===== src/rtl/seg_pkg.sv =====
// seg_pkg: segment patterns, blank pattern, dp bit position and slot phase enum
// shared by the seven-segment scan driver.
package seg_pkg;
    localparam logic [7:0] SEG_OFF = 8'hFF;
    localparam int DP_BIT = 0;
    // Active-low {a,b,c,d,e,f,g,dp} patterns for hex 0..F, dp left dark.
    localparam logic [7:0] SEG_TAB [16] = '{
        8'b00000011, 8'b10011111, 8'b00100101, 8'b00001101,
        8'b10011001, 8'b01001001, 8'b01000001, 8'b00011111,
        8'b00000001, 8'b00001001, 8'b00010001, 8'b11000001,
        8'b01100011, 8'b10000101, 8'b01100001, 8'b01110001
    };
    typedef enum logic {BLANK, SHOW} state_t;
endpackage


===== src/rtl/seg_scan_driver_if.sv =====
// seg_scan_driver_if: datapath-side inputs and display pins of the scan driver;
// master = value producer, slave = the driver.
interface seg_scan_driver_if #(parameter int N_DIGITS = 4);
    logic                    enable;
    logic [4*N_DIGITS-1:0]   value;
    logic [N_DIGITS-1:0]     dp;
    logic                    load;
    logic [7:0]              display_pins;
    logic [N_DIGITS-1:0]     digit_sel;
    logic                    frame_start;
    modport master (output enable, value, dp, load, input display_pins, digit_sel, frame_start);
    modport slave (input enable, value, dp, load, output display_pins, digit_sel, frame_start);
endinterface


===== src/rtl/seg_decode.sv =====
// seg_decode: hex nibble plus decimal point to active-low segment pattern.
module seg_decode
    import seg_pkg::*;
(
    input  logic [3:0] nib,
    input  logic       dp,
    output logic [7:0] pat
);
    assign pat = SEG_TAB[nib] & ~(8'(dp) << DP_BIT);
endmodule


===== src/rtl/seg_scan_driver.sv =====
// seg_scan_driver: time-multiplexed common-anode display scanner with tear-free shadow.
// Optional build macro SEG_LEADING_ZERO_BLANK_EN hides leading zero digits.
module seg_scan_driver
    import seg_pkg::*;
#(
    parameter int N_DIGITS     = 4,
    parameter int CLK_DIV      = 50000,
    parameter int BLANK_CYCLES = 64
) (
    input logic clk,
    input logic rst_n,
    seg_scan_driver_if.slave bus
);
    localparam int CW = CLK_DIV > 1 ? $clog2(CLK_DIV) : 1;
    localparam int IW = N_DIGITS > 1 ? $clog2(N_DIGITS) : 1;
    localparam state_t RST_STATE = BLANK_CYCLES > 0 ? BLANK : SHOW;
    logic [CW-1:0]         cnt, cnt_nxt;
    logic [IW-1:0]         idx, idx_nxt;
    state_t                state, state_nxt;
    logic [4*N_DIGITS-1:0] pend_val, shad_val;
    logic [N_DIGITS-1:0]   pend_dp, shad_dp, sel_nxt;
    logic                  pend_vld, slot_end, wrap, commit, show, hide, fs_nxt;
    logic [3:0]            nib;
    logic [7:0]            pat, pins_nxt;
    seg_decode u_dec (.nib(nib), .dp(shad_dp[idx]), .pat(pat));
`ifdef SEG_LEADING_ZERO_BLANK_EN
    logic run;
    // A digit is a leading zero when it and every digit above it are 0 with dp dark.
    always_comb begin
        hide = 1'b0;
        run  = 1'b1;
        for (int i = N_DIGITS - 1; i > 0; i--) begin
            run = run && shad_val[4*i +: 4] == 4'h0 && !shad_dp[i];
            if (idx == IW'(i)) hide = run;
        end
    end
`else
    assign hide = 1'b0;
`endif
    always_comb begin
        slot_end  = cnt == CW'(CLK_DIV - 1);
        wrap      = slot_end && idx == IW'(N_DIGITS - 1);
        commit    = !bus.enable || wrap;
        cnt_nxt   = (!bus.enable || slot_end) ? '0 : cnt + 1'b1;
        idx_nxt   = (!bus.enable || wrap) ? '0 : slot_end ? idx + 1'b1 : idx;
        state_nxt = cnt_nxt < CW'(BLANK_CYCLES) ? BLANK : SHOW;
        nib       = shad_val[4*idx +: 4];
        show      = bus.enable && state == SHOW && !hide;
        sel_nxt   = '1;
        if (show) sel_nxt[idx] = 1'b0;
        pins_nxt  = show ? pat : SEG_OFF;
        fs_nxt    = bus.enable && cnt == '0 && idx == '0;
    end
    always_ff @(posedge clk or negedge rst_n) begin
        if (!rst_n) begin
            cnt              <= '0;
            idx              <= '0;
            state            <= RST_STATE;
            pend_val         <= '0;
            pend_dp          <= '0;
            pend_vld         <= 1'b0;
            shad_val         <= '0;
            shad_dp          <= '0;
            bus.display_pins <= SEG_OFF;
            bus.digit_sel    <= '1;
            bus.frame_start  <= 1'b0;
        end else begin
            cnt              <= cnt_nxt;
            idx              <= idx_nxt;
            state            <= state_nxt;
            bus.display_pins <= pins_nxt;
            bus.digit_sel    <= sel_nxt;
            bus.frame_start  <= fs_nxt;
            if (bus.load) begin
                pend_val <= bus.value;
                pend_dp  <= bus.dp;
            end
            pend_vld <= !commit && (bus.load || pend_vld);
            // Shadow only changes between frames (or while dark), a same-cycle load wins.
            if (commit && bus.load) {shad_val, shad_dp} <= {bus.value, bus.dp};
            else if (commit && pend_vld) {shad_val, shad_dp} <= {pend_val, pend_dp};
        end
    end
endmodule


===== src/flat_wrapper.sv =====
// flat-port wrapper written by rule: the top's interface ports become plain ports
module seg_scan_driver_flat import seg_pkg::*;
#(
    parameter int N_DIGITS     = 4,
    parameter int CLK_DIV      = 50000,
    parameter int BLANK_CYCLES = 64
)
  (clk, rst_n, bus_enable, bus_value, bus_dp, bus_load, bus_display_pins, bus_digit_sel, bus_frame_start);
  seg_scan_driver_if #(.N_DIGITS(N_DIGITS)) bus_i ();
  input logic clk;
  input logic rst_n;
  input wire logic [$bits(bus_i.enable)-1:0] bus_enable;
  input wire logic [$bits(bus_i.value)-1:0] bus_value;
  input wire logic [$bits(bus_i.dp)-1:0] bus_dp;
  input wire logic [$bits(bus_i.load)-1:0] bus_load;
  output wire logic [$bits(bus_i.display_pins)-1:0] bus_display_pins;
  output wire logic [$bits(bus_i.digit_sel)-1:0] bus_digit_sel;
  output wire logic [$bits(bus_i.frame_start)-1:0] bus_frame_start;
  assign bus_i.enable = bus_enable;
  assign bus_i.value = bus_value;
  assign bus_i.dp = bus_dp;
  assign bus_i.load = bus_load;
  assign bus_display_pins = bus_i.display_pins;
  assign bus_digit_sel = bus_i.digit_sel;
  assign bus_frame_start = bus_i.frame_start;
  seg_scan_driver #(.N_DIGITS(N_DIGITS), .CLK_DIV(CLK_DIV), .BLANK_CYCLES(BLANK_CYCLES)) u_core (.clk(clk), .rst_n(rst_n), .bus(bus_i));
endmodule

===== config.mk =====
export PLATFORM = sky130hd
export DESIGN_NAME = seg_scan_driver_flat
export DESIGN_NICKNAME = d
export VERILOG_FILES = /design/src/rtl/seg_pkg.sv /design/src/rtl/seg_scan_driver_if.sv /design/src/rtl/seg_decode.sv /design/src/rtl/seg_scan_driver.sv /design/src/flat_wrapper.sv
export SDC_FILE = /design/constraint.sdc
export NUM_CORES = 1
export LEC_CHECK = 0
export ABC_AREA = 1
export BUFFER_PORTS_ARGS = -buffer_cell sky130_fd_sc_hd__buf_4
export CAP_MARGIN = 20
export CORE_MARGIN = 2
export CORE_UTILIZATION = 40
export DETAILED_ROUTE_END_ITERATION = 10
export HOLD_SLACK_MARGIN = 0.08
export PLACE_DENSITY = 0.59
export SETUP_SLACK_MARGIN = 0.1
export SLEW_MARGIN = 10
export SYNTH_ARGS = -nofsm -noshare
export SYNTH_HDL_FRONTEND = slang
export SYNTH_SLANG_ARGS = --single-unit
export TNS_END_PERCENT = 100

===== constraint.sdc =====
create_clock -name clk -period 1.5 [get_ports clk]
set_input_delay 0.375 -clock clk [delete_from_list [all_inputs] [get_ports clk]]
set_output_delay 0.375 -clock clk [all_outputs]
set_load 0.02 [all_outputs]

[Word level (Yosys, flattened, before mapping)]
Memories as Yosys holds them, arrays and structs flattened.
Cells that the tools add are included.
Word-level totals
  bits in registers: 73
  bits in latches: 0
  memory bits (writable): 0
  bits in read-only memories: 128
  bits of input ports: 24
  output and inout bits: 13
  logic and storage cells: 58
  memories: 1
Operators by class
  add/sub/neg operators: 2
  multipliers: 0
  div/mod/pow operators: 0
  order comparisons: 4
  eq/ne operators: 2
  shifts and indexed selects: 1
  multiplexer cells: 16
  bitwise gates (word level): 4
  reduce and logical (&&, ||, !) cells: 17
Memory list
  (name not given): words 16, bits a word 8, read ports 1, clocked after Yosys merged registers in 0, write ports 0, line seg_decode.sv:9  | assign pat = SEG_TAB[nib] & ~(8'(dp) << DP_BIT);
Operator list (number)
  two-way mux 16 bit: 3
  two-way mux 8 bit: 3
  adder 16 x 1 -> 16 bit, second input constant: 1
  equality test 16 bit, second input constant: 1
  logical NOT 16 bit: 1
  < comparator 16 x 7 -> 1 bit, second input constant: 1
  variable part select 16 x 5 -> 4 bit: 1
  two-way mux 4 bit: 3
  bitwise AND 8 bit: 1
  logical AND 1 bit: 8
  NOT 1 -> 8 bit: 1
  >= comparator 5 bit, second input constant: 1
  NOT 4 -> 5 bit: 1
  two-way mux 2 bit: 2
  NOT 4 bit: 1
  nonzero test 2 bit: 2
  logical OR 1 bit: 3
  < comparator 2 x 3 -> 1 bit, second input constant: 1
  two-way mux 1 bit: 3
  adder 2 x 1 -> 2 bit, second input constant: 1
  binary-select mux 1 bit (select 2 bit): 1
  demux 1 bit (select 2 bit): 1
  equality test 2 bit, second input constant: 1
  >= comparator 2 x 1 -> 1 bit, second input constant: 1
  other kinds (2): 3

[Logic depth before layout (Yosys ltp)]
  word-level depth: 7
  mapped depth: 13
  depth with buffers taken out: 12

[Modules after synthesis]
From an unflattened synthesis, not the netlist that was laid out.
Unflattened totals
  cell total of the unflattened synthesis: 457
  area, all modules: 3652.3 µm²
Modules (own cells, without submodules)
  seg_scan_driver: times used 1, cells an instance 407, area each 3374.5 µm², seq. area each 1841.8 µm²
  seg_decode: times used 1, cells an instance 50, area each 277.8 µm², seq. area each 0.0 µm²

[Worst setup path before layout]
No wires, ideal clock.
  path kind: register to register
  start: reg u_core.idx[0]
  end: reg u_core.bus.display_pins[7]
  library setup time: 0.090 ns
  arrival time: 1.568 ns
  required time: 1.410 ns
  slack: -0.158 ns
  stages on the path, launching flop included: 11
  clock period less this slack: 1.658 ns
  cell sequence: dfrtp_1 -> inv_1 -> buf_2 -> o211ai_1 -> nand2_1 -> inv_1 -> ha_1 -> inv_1 -> nor2_1 -> o21ai_0 -> o211ai_1
On the way
  longest elaborated chain between the ends: 7
Ends and longest elaborated chain
  start, declared: line seg_scan_driver.sv:18  | logic [IW-1:0] idx, idx_nxt;
  start signal, assigned: line seg_scan_driver.sv:69  | idx <= idx_nxt;
  variable part select 16 x 5 -> 4 bit: line seg_scan_driver.sv:47  | nib = shad_val[4*idx +: 4];
  NOT 4 -> 5 bit (implied by the code): line seg_decode.sv:9
  memory read (16 x 8 bit)
  two-way mux 8 bit (implied by the code) (2 in series): line seg_decode.sv:9
  bitwise AND 8 bit: line seg_decode.sv:9
  two-way mux 8 bit: line seg_scan_driver.sv:51  | pins_nxt = show ? pat : SEG_OFF;
  named net u_core.pins_nxt[7]: line seg_scan_driver.sv:24  | logic [7:0] pat, pins_nxt;
  end signal, assigned: line seg_scan_driver.sv:71  | bus.display_pins <= pins_nxt;
  end, declared: line seg_scan_driver_if.sv:12  | modport slave (input enable, value, dp, load, output display_pins, digit_sel, frame_start);
The timed path passes the listed nets, and every way through them passes these cells. The select of a mux whose other input is x is not followed.
A chain may end at the register's enable or synchronous reset.

[Worst setup path in the final report]
Same ends and word-level chain as after synthesis.

==> metrics.log <==
INFO  metric max_transition_margin = 0.486
INFO  metric layout.cells.most_common_list = sky130_fd_sc_hd__nand2_1, sky130_fd_sc_hd__buf_4, sky130_fd_sc_hd__dfrtp_1
INFO  metric drt_iter0_markers = 93
INFO  metric worst-endpoint-required = roughly 1800 ps
INFO  metric finalHoldViolCount = 0
INFO  metric most_common_cell_after_layout_fill_and_taps_aside = sky130_fd_sc_hd__nand2_1
INFO  metric number_of_enable_type_register_cells_in_the_synthesized_netlist = 0
INFO  metric timing.final.setup_violations = 26
INFO  metric synthesis.area_per_instance = around 8.0 um^2
INFO  metric area_growth_syn_to_layout = 46.2%
INFO  metric ys.warnings.count = 0
INFO  metric placement_rows = 34
INFO  metric synth_flop_cell = sky130_fd_sc_hd__dfrtp_1
INFO  metric vias_per_cell = between 4 and 5
INFO  metric synth.area.top_cells = sky130_fd_sc_hd__dfrtp_1, sky130_fd_sc_hd__nand2_1, sky130_fd_sc_hd__dfstp_2
INFO  metric critical-path-top-delay-family = flip-flops
INFO  metric final_cell_area = ~5300 um^2
INFO  metric antenna_violations_before_repair = 0
INFO  metric synth_largest_type_area_fraction = 0.419
INFO  metric drtAntennaViolNets = 0
INFO  metric fin_crit_sh = 1.07
INFO  metric worst-setup-path-type = flip-flop to flip-flop
INFO  metric timing.max_cap.violations = 0
INFO  metric violations = setup timing
INFO  metric nNetsFinal = between 600 and 700
INFO  metric outcome = complete, but fails checks
INFO  metric die_h = 99.4 um
INFO  metric cp.buffers_inverters = 3
INFO  metric power_leakage = 2.72 nW
INFO  metric grt_pass1_wl = between 10000 and 15000 um
INFO  metric floorplan.die.width = about 99 um
INFO  metric synth_area_leader_cell = sky130_fd_sc_hd__dfrtp_1
INFO  metric grt_pass1_vias = between 3000 and 4000
INFO  metric placed_cells = roughly 640
INFO  metric insertion_delay = between 300 and 400 ps
INFO  metric drive_gt1_frac = 0.428
INFO  metric port_buffers = 36
INFO  metric dpl.hpwl = around 5800 um
INFO  metric final_cell_count_no_fill = 680
INFO  metric first_pass_iters = 4
INFO  metric remaining_routing_drc_violations = 0
INFO  metric final_critical_path_time_including_i_o_delays_and_setup = between 1500 and 2000 ps
INFO  metric ir_worst_vdd = around 650 uV
INFO  metric grt_start_max_net_pins = 45
INFO  metric post_synth_and_or_nand_nor_area_fraction = 0.260
INFO  metric synth_compound_gate_area_share = 0.0896
INFO  metric actual_transition_at_the_worst_max_transition_pin = 769 ps
INFO  metric cts.htree.levels = 3
INFO  metric ys_types = 32
INFO  metric fp.coreArea = 8760 um^2
INFO  metric numCtsBuffers = 9
INFO  metric insertedDiodeCount = 0
INFO  metric crit_chain = buf_4 -> a21oi_4 -> o21ai_2 -> nand2_2 -> buf_4 -> ha_2 -> inv_1 -> nor2_1 -> o21ai_1 -> o211ai_1
INFO  metric clock_path_buffers = 2
INFO  metric synth-seq-area-share = 0.505
INFO  metric critical_path.startpoint_type = flip-flop
INFO  metric worst_clock_skew = about 8.5 ps
INFO  metric yosys_register_bits = 73
INFO  metric pin_count = 37
INFO  metric avgRoutedWirePerCell = ~12 um
INFO  metric cellPowerDensity = between 1000 and 1500 nW/um^2
INFO  metric synthMuxAreaShare = 0
INFO  metric via_count = between 3000 and 4000
INFO  metric synth_async_sr_flop_share = 1.00
INFO  metric grtUsageTotal = 0.182
INFO  metric drv_slew = 0
INFO  metric path_clk_slew = around 80 ps
INFO  metric combinational_family_with_the_most_area_after_synthesis = simple AND/OR/NAND/NOR gates
INFO  metric clock_sink_count = 73
INFO  metric place_area = approximately 4400 um^2
INFO  metric cts_tree = done
INFO  metric gpl.final_weighted_congestion = 0.850
INFO  metric synth_xor_xnor_area_share = 0.00721
INFO  metric worstPathArrival = 1880 ps
INFO  metric post_synth_instance_area = between 3000 and 4000 um^2
INFO  metric critPathMostFrequentCell = sky130_fd_sc_hd__buf_4
INFO  metric area_of_the_die = around 10000 um^2
INFO  metric grt_setup_unrepaired = yes
INFO  metric syn_nets = a little under 500
INFO  metric fmax = a little over 600 MHz
INFO  metric initial_utilization = 0.416
INFO  metric grt.overflow.total = 0
INFO  metric final_util = 0.608
INFO  metric min_path_type = input pin to flip-flop
INFO  metric crit_path_end_kind = flip-flop
INFO  metric post-place-ws = -175 ps
INFO  metric root_buffer_cell = sky130_fd_sc_hd__clkbuf_8
INFO  metric synth_cells = about 460
INFO  metric worst_slack = -110 ps
INFO  metric slowest_stage = sky130_fd_sc_hd__dfrtp_2
INFO  metric drt_wl_total = 8500 um
INFO  metric fin_tns_setup = -1290 ps
INFO  metric critical_path.max_fanout = 5
INFO  metric synth-adder-area-share = 0.0412
INFO  metric max_stage_delay = 460 ps
-- flip-flops by register name (all words and copies together) (netlist names) --
register and count:
u_core.bus.digit_sel 4, u_core.bus.display_pins 8, u_core.bus.frame_start 1, u_core.cnt 16, u_core.idx 2, u_core.pend_dp 4
u_core.pend_val 16, u_core.pend_vld 1, u_core.shad_dp 4, u_core.shad_val 16, u_core.state 1
-- worst reg2reg max path, stage by stage (launching register included) --
cell	delay, ps
sky130_fd_sc_hd__dfrtp_2	460
sky130_fd_sc_hd__buf_4	170
sky130_fd_sc_hd__a21oi_4	120
sky130_fd_sc_hd__o21ai_2	70
sky130_fd_sc_hd__nand2_2	90
sky130_fd_sc_hd__buf_4	120
sky130_fd_sc_hd__ha_2	190
sky130_fd_sc_hd__inv_1	60
sky130_fd_sc_hd__nor2_1	110
sky130_fd_sc_hd__o21ai_1	80
sky130_fd_sc_hd__o211ai_1	80
-- worst paths after layout --
check                             startpoint  depth (start not counted)                         end  slack [ps]
setup reg to reg               u_core.idx[0]                         10  u_core.bus.display_pins[7]        -110
setup / recovery               u_core.idx[0]                         10  u_core.bus.display_pins[7]        -110
hold reg to reg            u_core.shad_dp[3]                          2           u_core.shad_dp[3]         480
max in group asynchronous              rst_n                          3  u_core.bus.display_pins[1]         530
min in group asynchronous              rst_n                          2               u_core.cnt[9]         430
hold / removal                 bus_value[13]                          3         u_core.pend_val[13]         260
-- power breakdown --
part	switching, mW	leakage [nW]	internal [mW]	total [mW]
clock	0.779	0.122	1.12	1.90
sequential	0.128	0.880	2.19	2.32
combinational	1.11	1.72	0.836	1.95
-- synthesized netlist by cell type (5+ instances only) --
master and instances:
sky130_fd_sc_hd__nand3_1 22, sky130_fd_sc_hd__inv_1 68, sky130_fd_sc_hd__dfrtp_1 61, sky130_fd_sc_hd__o21ai_0 19, sky130_fd_sc_hd__nand2_1 148, sky130_fd_sc_hd__a21oi_1 14, sky130_fd_sc_hd__nor2_1 36, sky130_fd_sc_hd__dfstp_2 12
sky130_fd_sc_hd__nand4_1 5, sky130_fd_sc_hd__ha_1 12, sky130_fd_sc_hd__o211ai_1 6, sky130_fd_sc_hd__o21ai_1 11, sky130_fd_sc_hd__clkbuf_1 5, sky130_fd_sc_hd__nor2_2 6
-- logic make-up after synthesis --
family | count (synthesis)
AOI/OAI and AO/OA | 58
xor gates and xnor gates | 3
adders and majority gates | 12
buffers and inverters | 85
DFF | 73
and+or+nand+nor | 227
-- metrics by stage --
step                      hold WS, ps  power (mW)
after global routing              245        6.55
final                             258        6.17
after detailed placement          262        3.79
after CTS                         244        6.00
after floorplan                  79.4        3.29
after global placement            263        3.75
-- what timing repair did --
action | in CTS | in global routing
pin swaps | 26 | 19
gates cloned | 2 | 1
gates resized for setup | 80 | 66
endpoints found under the setup margin | 34 | 52
endpoints found under the hold margin | 11 | 0
hold buffers | 1 | 0
setup buffers | 12 | 9
-- layer usage --
metal  track usage  up-vias  part of all wire
met5             0        -                 0
met4        0.0443        0             0.017
met3        0.0464       16             0.038
met2         0.305       64              0.49
met1         0.239     1513              0.46
li1              -     1650                 -
-- final cells by class --
class | instances | area (um^2)
Timing Repair Buffer | 106 | 901
Tap cell | 108 | 135
Clock inverter | 7 | 126
Fill cell | 752 | 3440
Inverter | 74 | 300
Sequential cell | 73 | 1850
Multi-Input combinational cell | 303 | 1890
Clock buffer | 9 | 124
(Power assumes the default switching activity.)
